$ cat src/rtl/cache_refill_ctrl.sv
// Cache miss handler: optional dirty-victim writeback, then critical-word-first line fill.
// Optional memory watchdog enabled by defining REFILL_TIMEOUT_EN.
module cache_refill_ctrl #(
  parameter int unsigned ADDR_WIDTH     = 32,
  parameter int unsigned DATA_WIDTH     = 32,
  parameter int unsigned WORDS_PER_LINE = 4,
  parameter int unsigned TIMEOUT_CYCLES = 255
) (
  input  logic                                 clk,
  input  logic                                 reset,
  input  logic                                 miss_req,
  input  logic [ADDR_WIDTH-1:0]                miss_addr,
  input  logic                                 victim_dirty,
  input  logic [ADDR_WIDTH-1:0]                victim_addr,
  input  logic [DATA_WIDTH*WORDS_PER_LINE-1:0] victim_data,
  output logic                                 busy,
  output logic                                 mem_req,
  output logic                                 mem_we,
  output logic [ADDR_WIDTH-1:0]                mem_addr,
  output logic [DATA_WIDTH-1:0]                mem_wdata,
  input  logic                                 mem_ack,
  input  logic [DATA_WIDTH-1:0]                mem_rdata,
  output logic                                 fill_we,
  output logic [$clog2(WORDS_PER_LINE)-1:0]    fill_word,
  output logic [DATA_WIDTH-1:0]                fill_data,
  output logic                                 done,
  output logic                                 err
);

  localparam int unsigned IDX_W = $clog2(WORDS_PER_LINE);
  localparam int unsigned LINE_W = DATA_WIDTH * WORDS_PER_LINE;
  localparam logic [ADDR_WIDTH-1:0] LINE_MASK = ADDR_WIDTH'(WORDS_PER_LINE * 4 - 1);
  localparam logic [IDX_W-1:0] LAST_IDX = IDX_W'(WORDS_PER_LINE - 1);

  typedef enum logic [1:0] {StIdle, StWb, StFill, StDone} state_e;

  state_e                  state_q, state_d;
  logic [ADDR_WIDTH-1:0]   base_q, base_d;
  logic [IDX_W-1:0]        start_q, start_d;
  logic [ADDR_WIDTH-1:0]   vaddr_q, vaddr_d;
  logic [LINE_W-1:0]       vdata_q, vdata_d;
  logic [IDX_W-1:0]        cnt_q, cnt_d;
  logic                    fill_we_q, fill_we_d;
  logic [IDX_W-1:0]        fill_word_q, fill_word_d;
  logic [DATA_WIDTH-1:0]   fill_data_q, fill_data_d;

  logic [IDX_W-1:0]        fill_idx;
  logic [DATA_WIDTH-1:0]   victim_word;
  logic                    last_word;
  logic                    timeout;

  // Critical-word-first index wraps naturally because the line size is a power of two.
  assign fill_idx  = start_q + cnt_q;
  assign last_word = (cnt_q == LAST_IDX);

  always_comb begin
    victim_word = '0;
    for (int unsigned i = 0; i < WORDS_PER_LINE; i++) begin
      if (cnt_q == IDX_W'(i)) begin
        victim_word = vdata_q[i*DATA_WIDTH +: DATA_WIDTH];
      end
    end
  end

`ifdef REFILL_TIMEOUT_EN
  localparam int unsigned WD_RAW = $clog2(TIMEOUT_CYCLES + 1);
  localparam int unsigned WD_W   = (WD_RAW < 8) ? 8 : WD_RAW;

  logic [WD_W-1:0] wd_q, wd_d;

  // Counts consecutive stalled request cycles; the limit cycle itself raises err.
  always_comb begin
    wd_d    = '0;
    timeout = 1'b0;
    if (mem_req && !mem_ack) begin
      if (wd_q == WD_W'(TIMEOUT_CYCLES - 1)) begin
        timeout = 1'b1;
      end else begin
        wd_d = wd_q + 1'b1;
      end
    end
  end

  always_ff @(posedge clk or negedge reset) begin
    if (!reset) begin
      wd_q <= '0;
    end else begin
      wd_q <= wd_d;
    end
  end
`else
  assign timeout = 1'b0;
`endif

  always_comb begin
    state_d     = state_q;
    base_d      = base_q;
    start_d     = start_q;
    vaddr_d     = vaddr_q;
    vdata_d     = vdata_q;
    cnt_d       = cnt_q;
    fill_we_d   = 1'b0;
    fill_word_d = '0;
    fill_data_d = '0;

    unique case (state_q)
      StIdle: begin
        if (miss_req) begin
          base_d  = miss_addr & ~LINE_MASK;
          start_d = miss_addr[IDX_W+1:2];
          vaddr_d = victim_addr;
          vdata_d = victim_data;
          cnt_d   = '0;
          state_d = victim_dirty ? StWb : StFill;
        end
      end
      StWb: begin
        if (timeout) begin
          state_d = StIdle;
        end else if (mem_ack) begin
          cnt_d = last_word ? '0 : cnt_q + 1'b1;
          if (last_word) begin
            state_d = StFill;
          end
        end
      end
      StFill: begin
        if (timeout) begin
          state_d = StIdle;
        end else if (mem_ack) begin
          fill_we_d   = 1'b1;
          fill_word_d = fill_idx;
          fill_data_d = mem_rdata;
          cnt_d       = cnt_q + 1'b1;
          if (last_word) begin
            state_d = StDone;
          end
        end
      end
      StDone: begin
        state_d = StIdle;
      end
      default: begin
        state_d = StIdle;
      end
    endcase
  end

  always_ff @(posedge clk or negedge reset) begin
    if (!reset) begin
      state_q     <= StIdle;
      base_q      <= '0;
      start_q     <= '0;
      vaddr_q     <= '0;
      vdata_q     <= '0;
      cnt_q       <= '0;
      fill_we_q   <= 1'b0;
      fill_word_q <= '0;
      fill_data_q <= '0;
    end else begin
      state_q     <= state_d;
      base_q      <= base_d;
      start_q     <= start_d;
      vaddr_q     <= vaddr_d;
      vdata_q     <= vdata_d;
      cnt_q       <= cnt_d;
      fill_we_q   <= fill_we_d;
      fill_word_q <= fill_word_d;
      fill_data_q <= fill_data_d;
    end
  end

  always_comb begin
    busy      = (state_q != StIdle);
    mem_req   = (state_q == StWb) || (state_q == StFill);
    mem_we    = (state_q == StWb);
    mem_addr  = '0;
    mem_wdata = '0;
    done      = (state_q == StDone);
    err       = timeout;
    if (state_q == StWb) begin
      mem_addr  = vaddr_q + ADDR_WIDTH'({cnt_q, 2'b00});
      mem_wdata = victim_word;
    end else if (state_q == StFill) begin
      mem_addr = base_q + ADDR_WIDTH'({fill_idx, 2'b00});
    end
  end

  assign fill_we   = fill_we_q;
  assign fill_word = fill_word_q;
  assign fill_data = fill_data_q;

endmodule

$ cat config.mk
export PLATFORM = sky130hd
export DESIGN_NAME = cache_refill_ctrl
export DESIGN_NICKNAME = d
export VERILOG_FILES = /design/src/rtl/cache_refill_ctrl.sv
export SDC_FILE = /design/constraint.sdc
export NUM_CORES = 1
export LEC_CHECK = 0
export ABC_AREA = 1
export BUFFER_PORTS_ARGS = -buffer_cell sky130_fd_sc_hd__clkbuf_2
export CORE_ASPECT_RATIO = 1.4
export CORE_MARGIN = 2
export CORE_UTILIZATION = 56
export CTS_CLUSTER_SIZE = 14
export DETAILED_ROUTE_END_ITERATION = 10
export GPL_ROUTABILITY_DRIVEN = 0
export HOLD_SLACK_MARGIN = 0.08
export PLACE_DENSITY_LB_ADDON = 0.15
export SYNTH_ARGS = -nofsm -noshare
export SYNTH_HDL_FRONTEND = slang
export SYNTH_SLANG_ARGS = --single-unit
$ cat constraint.sdc
create_clock -name clk -period 5.4 [get_ports clk]
set_input_delay 1.35 -clock clk [delete_from_list [all_inputs] [get_ports clk]]
set_output_delay 1.35 -clock clk [all_outputs]
set_load 0.005 [all_outputs]
==> results of run 1 <==
[registers in the layout, summed over array words and instances, names as in the netlist]
name / count
fill_word: 2
start_q: 2
fill_we: 1
state_q: 2
vaddr_q: 32
fill_data: 32
cnt_q: 2
base_q: 28
vdata_q: 128
[kinds of logic (layout without fill, tap and decap cells)]
kind of cell | after synthesis | after routing | share of synthesized area [%]
muxes | 173 | 173 | 17.79
buffers and inverters | 139 | 461 | 5.599
and+or+nand+nor | 355 | 355 | 13.44
adders and majority gates | 14 | 14 | 1.668
AOI/OAI and AO/OA | 173 | 173 | 8.650
other | 1 | 4 | 0.03425
DFF | 229 | 229 | 52.34
xor gates and xnor gates | 6 | 6 | 0.4799
[how the worst max path moves through the flow]
stage / endpoint / slack [ps] / cells after the start
floorplan: mem_addr[26] / 2380 / 11
global placement: mem_wdata[18] / 1560 / 9
detailed placement: mem_wdata[11] / 1530 / 9
CTS: mem_wdata[11] / 980 / 9
global route: mem_wdata[29] / 790 / 9
finish: mem_wdata[11] / 990 / 9
[cells in the final DEF (no fill, tap or decap), types with 2 or more instances in the layout]
master	synthesis	routed
a21oi_1	89	89
and2_1	2	2
buf_12	0	3
buf_4	14	9
clkbuf_1	14	8
clkbuf_16	0	23
clkbuf_2	0	328
clkbuf_8	0	5
clkinv_2	0	3
dfrtp_1	229	229
diode_2	0	3
ha_1	13	12
inv_1	74	74
inv_2	4	4
mux2_1	95	95
mux2_2	78	78
nand2_1	153	152
nand2_2	2	2
nand2_4	1	2
nand3_1	24	24
nor2_1	157	156
nor2_2	5	6
nor2_4	5	5
nor3_1	2	2
o21ai_0	32	32
o21ai_1	19	19
o31ai_1	32	32
xnor2_1	2	2
xor2_1	4	4
[cell usage after synthesis]
master    count
inv_1        74
dfrtp_1     229
nand3_4       1
nand3_1      24
fa_1          1
nor2_2        5
a21oi_1      89
o21ai_0      32
nor2_4        5
o31ai_1      32
nand2_2       2
clkbuf_1     14
buf_1         6
nor2_1      157
buf_6         1
inv_2         4
xnor2_1       2
o22ai_1       1
or2_2         1
buf_4        14
buf_2        25
o21ai_1      19
ha_1         13
nor2_8        1
xor2_1        4
clkinv_1      1
nand3_2       1
nor3_1        2
mux2_2       78
mux2_1       95
and2_1        2
nand2_4       1
conb_1        1
nand2_1     153
[metrics by stage]
| stage | instances | utilization [%] | hold WS [ps] | power (mW) |
|---|---|---|---|---|
| 3_3_place_gp | 1619 | 66.29 | 467.9 | 5.957 |
| 3_5_place_dp | 1619 | 66.29 | 475.9 | 6.069 |
| 5_1_grt | 1662 | 70.10 | 503.8 | 8.166 |
| 2_1_floorplan | 1090 | - | 458.7 | 5.042 |
| 4_1_cts | 1660 | 70.08 | 489.6 | 7.644 |
| 6_report | 1663 | 70.12 | 484.3 | 7.589 |
[cell type report]
type	instances	area (µm²)	area share, %
sequential	229	5731	42.53
multi-input combinational	722	4618	34.27
timing repair buffer	341	1784	13.24
clock buffer	36	674.4	5.005
tap	248	310.3	2.303
inverter	79	296.5	2.201
clock inverter	5	53.80	0.3993
antenna	3	7.507	0.05571
[critical path, delay by kind of cell (launching register included)]
family | cells | cell delay, ps
AO/OA/AOI/OAI | 2 | 480
adder cells (fa/ha/maj) | 1 | 210
buffers and inverters | 4 | 1100
AND/OR/NAND/NOR | 2 | 240
flip-flops | 1 | 470
[routing by layer]
metal / track usage [%] / part of all wire (%) / vias to the layer above / wire (µm)
li1: - / - / 4210 / -
met3: 6.116 / 6.9 / 77 / 1954
met4: 13.14 / 4.6 / 0 / 1303
met5: 0 / 0 / - / 0
met2: 47.00 / 51 / 288 / 14490
met1: 32.45 / 37 / 4220 / 10480
[power by group]
group / switching, mW / internal, mW / total, mW
logic: 1.67 / 1.40 / 3.06
registers: 0.464 / 2.51 / 2.97
clock network: 0.652 / 0.904 / 1.56
==> flow_summary.json, run 1 <==
{
  "drt-wirelength-per-cell_um": 16.97,
  "syn2layout_area_growth_pct": 23.07,
  "synth_area_um2": 10950,
  "fin_crit_ps": 4412,
  "path_class": "reg -> out",
  "worst_slack_ps": 988.0,
  "reg2regPathDepth": 5,
  "synth.avg_cell_area_um2": 10.05,
  "tns_ps": 0,
  "synth_top_area_share_pct": 52.34,
  "drtAntennaViolNets": 0,
  "grt_max_degree": 118,
  "start_util_pct": 56.97,
  "yosys_register_bits": 229,
  "rsz0062_at_grt": "no",
  "io_buffers": 329,
  "drive_gt1_share_pct": 33.71,
  "cts_buffers": 23,
  "cts_root_buf": "clkbuf_16",
  "dp_hpwl_um": 19990,
  "overflow": 0,
  "whs_path_depth": 1,
  "fin_skew_ps": 6.925,
  "p_leak_nw": 6.887,
  "dr.pass1.iters": 6,
  "rows": 60,
  "cp.required_ps": 4050,
  "postPlaceCellArea_um2": 12740,
  "crit_chain": "inv_1, ha_1, buf_4, inv_2, nor2_1, o31ai_1, o21ai_1, nor2_1, clkbuf_2",
  "min_path_type": "reg -> reg",
  "fin_nets": 1639,
  "h-tree-depth": 1,
  "yosysUniqueCellTypes": 34,
  "hold_buffers": 0,
  "grt_pass1_vias": 8920,
  "setup.worst_path.start": "cnt_q[1]",
  "cts_sinks": 229,
  "yosys.area.top_type": "dfrtp_1",
  "drc_errors": 0,
  "arrival_ps": 3060,
  "period_share_pct": 81.70,
  "worstMarginPinSlew_ps": 1159,
  "cts_tree": "done",
  "max_stage_delay_ps": 560,
  "place_ws_ps": 1534,
  "track_usage_pct": 27.42,
  "antenna_found_initial": 3,
  "final_max_slew_viol_count": 0,
  "fmax_mhz": 226.7,
  "cp_common_cell": "nor2_1",
  "synth_area_leaders": "dfrtp_1 (52%), mux2_1 (9.8%), mux2_2 (8.0%), nor2_1 (5.4%), nand2_1 (5.2%)",
  "syn_inst": 1090,
  "hold_viol_final": 0,
  "clock_latency_ps": 510,
  "relSlewSlack_pct": 22.51,
  "yosysSeqAreaShare_pct": 52.34,
  "die_area_um2": 20700,
  "clk_path_buf_depth": 3,
  "route.vias.total": 8795,
  "dieWidth_um": 122.2,
  "end_kind": "primary output",
  "vias_per_cell": 5.289,
  "nFillCells": 1562,
  "grt_pass1_wl_um": 44670,
  "r2r_slack_ps": 2880,
  "stdcell_area_um2": 13480,
  "cts_resized": 0,
  "setup_violations": 0,
  "r2r-end": "base_q[21]",
  "yosys_warnings": 0,
  "drv_cap": 0,
  "core_um2": 19220,
  "power_density_nw_per_um2": 563.2,
  "drt_wl_total_um": 28230,
  "drtIter0Drc": 683,
  "post_cts_buffers": 0,
  "reg2reg_from": "state_q[0]",
  "synth_fp_nets": 1333,
  "die_height_um": 169.5,
  "holdPathEnd": "vdata_q[98]",
  "worstHoldStart": "vdata_q[98]",
  "status": "complete, no violations",
  "crit_path_max_fanout": 33,
  "ios": 333,
  "start_kind": "register",
  "peakVddDrop_mv": 0.3543,
  "cts.clk_slew.worst_paths_ps": 60,
  "slowest_stage": "inv_2"
}
No activity file was read; power rests on OpenSTA's default activity.
==> run 2: changes to the inputs <==
--- a/config.mk
+++ b/config.mk
@@ -9,7 +9,7 @@
 export BUFFER_PORTS_ARGS = -buffer_cell sky130_fd_sc_hd__clkbuf_2
 export CORE_ASPECT_RATIO = 1.4
 export CORE_MARGIN = 2
-export CORE_UTILIZATION = 56
+export CORE_UTILIZATION = 52
 export CTS_CLUSTER_SIZE = 14
 export DETAILED_ROUTE_END_ITERATION = 10
 export GPL_ROUTABILITY_DRIVEN = 0
==> constraint.sdc (replaced) <==
create_clock -name clk -period 4.32 [get_ports clk]
set_input_delay 1.08 -clock clk [delete_from_list [all_inputs] [get_ports clk]]
set_output_delay 1.08 -clock clk [all_outputs]
set_load 0.005 [all_outputs]
==> run 2 against run 1 <==
Net effect:
- die area increased by 7.5%
- via count increased by 0.83%
- largest cell class unchanged
- core utilization decreased by 3.9 points
- critical path depth increased by 2
- critical endpoint is now mem_addr[30]
- sequential cell count unchanged
- count of clock-buffer cells in the layout decreased by 3
- sequential power increased by 25%
- final cell count increased by 0.66%
- largest power group unchanged
- routed wire length increased by 1.1%
- setup slack got worse by 450 ps
- clock power increased by 37%
- combinational power increased by 25%
==> flow_summary.json, run 2 (synthesized netlist as in run 1, its figures left out) <==
{
  "die_height_um": 175.7,
  "largest_reg_flops": 128,
  "cts.clk_slew.worst_paths_ps": 70,
  "r2r_slack_ps": 2010,
  "cts_resized": 0,
  "power_frac_comb_pct": 39.6,
  "drc_errors": 0,
  "met2_usage_pct": 44.96,
  "io_buffers": 329,
  "dieWidth_um": 126.6,
  "worst_slack_ps": 540.2,
  "syn2layout_area_growth_pct": 24.33,
  "h-tree-depth": 1,
  "final_util_pct": 66.22,
  "drv_cap": 0,
  "cts_sinks": 229,
  "cts_tree": "done",
  "clk_path_buf_depth": 3,
  "track_usage_pct": 25.38,
  "tns_ps": 0,
  "drt_wl_total_um": 28530,
  "crit_chain": "ha_1, inv_1, fa_1, nor2_4, inv_1, nor2_1, nand3_1, nand2_1, nand2_1, nand2_1, clkbuf_2",
  "start_kind": "register",
  "fmax_mhz": 264.6,
  "grt_pass1_vias": 8999,
  "final_common_cell": "clkbuf_2",
  "clock_latency_ps": 500,
  "rows": 62,
  "core_um2": 20560,
  "antenna_found_initial": 2,
  "fin_crit_ps": 3780,
  "p_int_mw": 6.206,
  "path_class": "reg -> out",
  "arrival_ps": 2700,
  "hold_buffers": 0,
  "cts_buffers": 23,
  "fin_nets": 1644,
  "post_cts_buffers": 0,
  "fin_skew_ps": 11.77,
  "p_leak_nw": 6.952,
  "clock_power_share_pct": 22.1,
  "p_sw_share_pct": 35.89,
  "worstMarginPinSlew_ps": 1175,
  "reg2reg_from": "state_q[0]",
  "power_density_nw_per_um2": 711.1,
  "period_share_pct": 87.50,
  "overflow": 0,
  "min_path_type": "reg -> reg",
  "cts_root_buf": "clkbuf_16",
  "dp_hpwl_um": 20110,
  "setup.worst_path.start": "cnt_q[0]",
  "rsz0062_at_grt": "no",
  "grt_max_degree": 94,
  "place_ws_ps": 1073,
  "p_seq_share_pct": 38.3,
  "top_register": "vdata_q",
  "final_cell_mix": "clkbuf_2 (328), dfrtp_1 (229), nor2_1 (156)",
  "cp_common_cell": "nand2_1",
  "route.vias.total": 8868,
  "die_area_um2": 22250,
  "status": "complete, no violations",
  "final_max_slew_viol_count": 0,
  "slowest_stage": "dfrtp_1",
  "peakVddDrop_mv": 0.4229,
  "worstHoldStart": "vdata_q[103]",
  "p_sw_mw": 3.475,
  "drtIter0Drc": 459,
  "top_usage_layer": "met2",
  "ios": 333,
  "drive_gt1_share_pct": 34.18,
  "drtAntennaViolNets": 0,
  "relSlewSlack_pct": 21.48,
  "grtUsageMet3_pct": 5.574,
  "drt-wirelength-per-cell_um": 17.04,
  "setup_violations": 0,
  "vias_per_cell": 5.297,
  "end_kind": "primary output",
  "max_stage_delay_ps": 470,
  "grt_pass1_wl_um": 45280,
  "dr.pass1.iters": 5,
  "hold_viol_final": 0,
  "use_met1_pct": 29.70,
  "start_util_pct": 53.26,
  "crit_path_max_fanout": 6,
  "cp.required_ps": 3240
}
[run 2: cell types whose count changed in the layout (fill, tap and decap cells not counted)]
cell       delta
clkbuf_8      +1
diode_2       -1
clkbuf_1      -4
buf_4         +4
inv_6         -1
bufinv_16     +3
buf_12        +1
[run 2: worst paths after layout]
check / endpoint / cells past startpoint
max in group asynchronous: vdata_q[87] / 2
worst max-delay path: mem_addr[30] / 11
worst min register to register: vdata_q[103] / 1
min in group asynchronous: fill_data[23] / 1
worst min-delay path: vdata_q[103] / 1
worst max register to register: base_q[8] / 5
[run 2: final cells by class]
cell class,instances,area [µm²]
Multi-Input combinational cell,722,4618
Inverter,79,296.5
Sequential cell,229,5731
Timing Repair Buffer,346,1834
Clock inverter,7,135.1
Antenna cell,2,5.005
Tap cell,256,320.3
Fill cell,1727,6944
Clock buffer,33,673.1
[run 2: worst max-delay path, delay by kind of cell (launching register included)]
| family | cells | cell delay, ps |
|---|---|---|
| DFF | 1 | 470 |
| buffers and inverters | 3 | 220 |
| adders and majority gates | 2 | 680 |
| and+or+nand+nor | 6 | 840 |
[run 2: through the flow]
stage | area, µm² | power [mW] | std cells | hold slack (ps)
floorplan | 10950 | 6.302 | 1090 | 458.7
global placement | 12800 | 7.486 | 1632 | 469.4
detailed placement | 12800 | 7.608 | 1632 | 475.6
CTS | 13610 | 9.781 | 1672 | 489.7
global route | 13610 | 10.41 | 1674 | 509.2
finish | 13610 | 9.681 | 1674 | 486.2
[run 2: layer usage]
layer / part of all wire (%) / wire, µm
met3: 6.5 / 1855
met4: 4.2 / 1184
met2: 52 / 14700
met5: 0 / 0
met1: 38 / 10790
[run 2: power groups by stage]
stage | sequential [mW] | clock, mW | combinational [mW]
2_1_floorplan | 3.57 | 0 | 2.73
3_5_place_dp | 3.73 | 0 | 3.88
4_1_cts | 3.70 | 2.18 | 3.90
6_report | 3.71 | 2.14 | 3.84
5_1_grt | 3.82 | 2.27 | 4.32
3_3_place_gp | 3.68 | 0 | 3.80
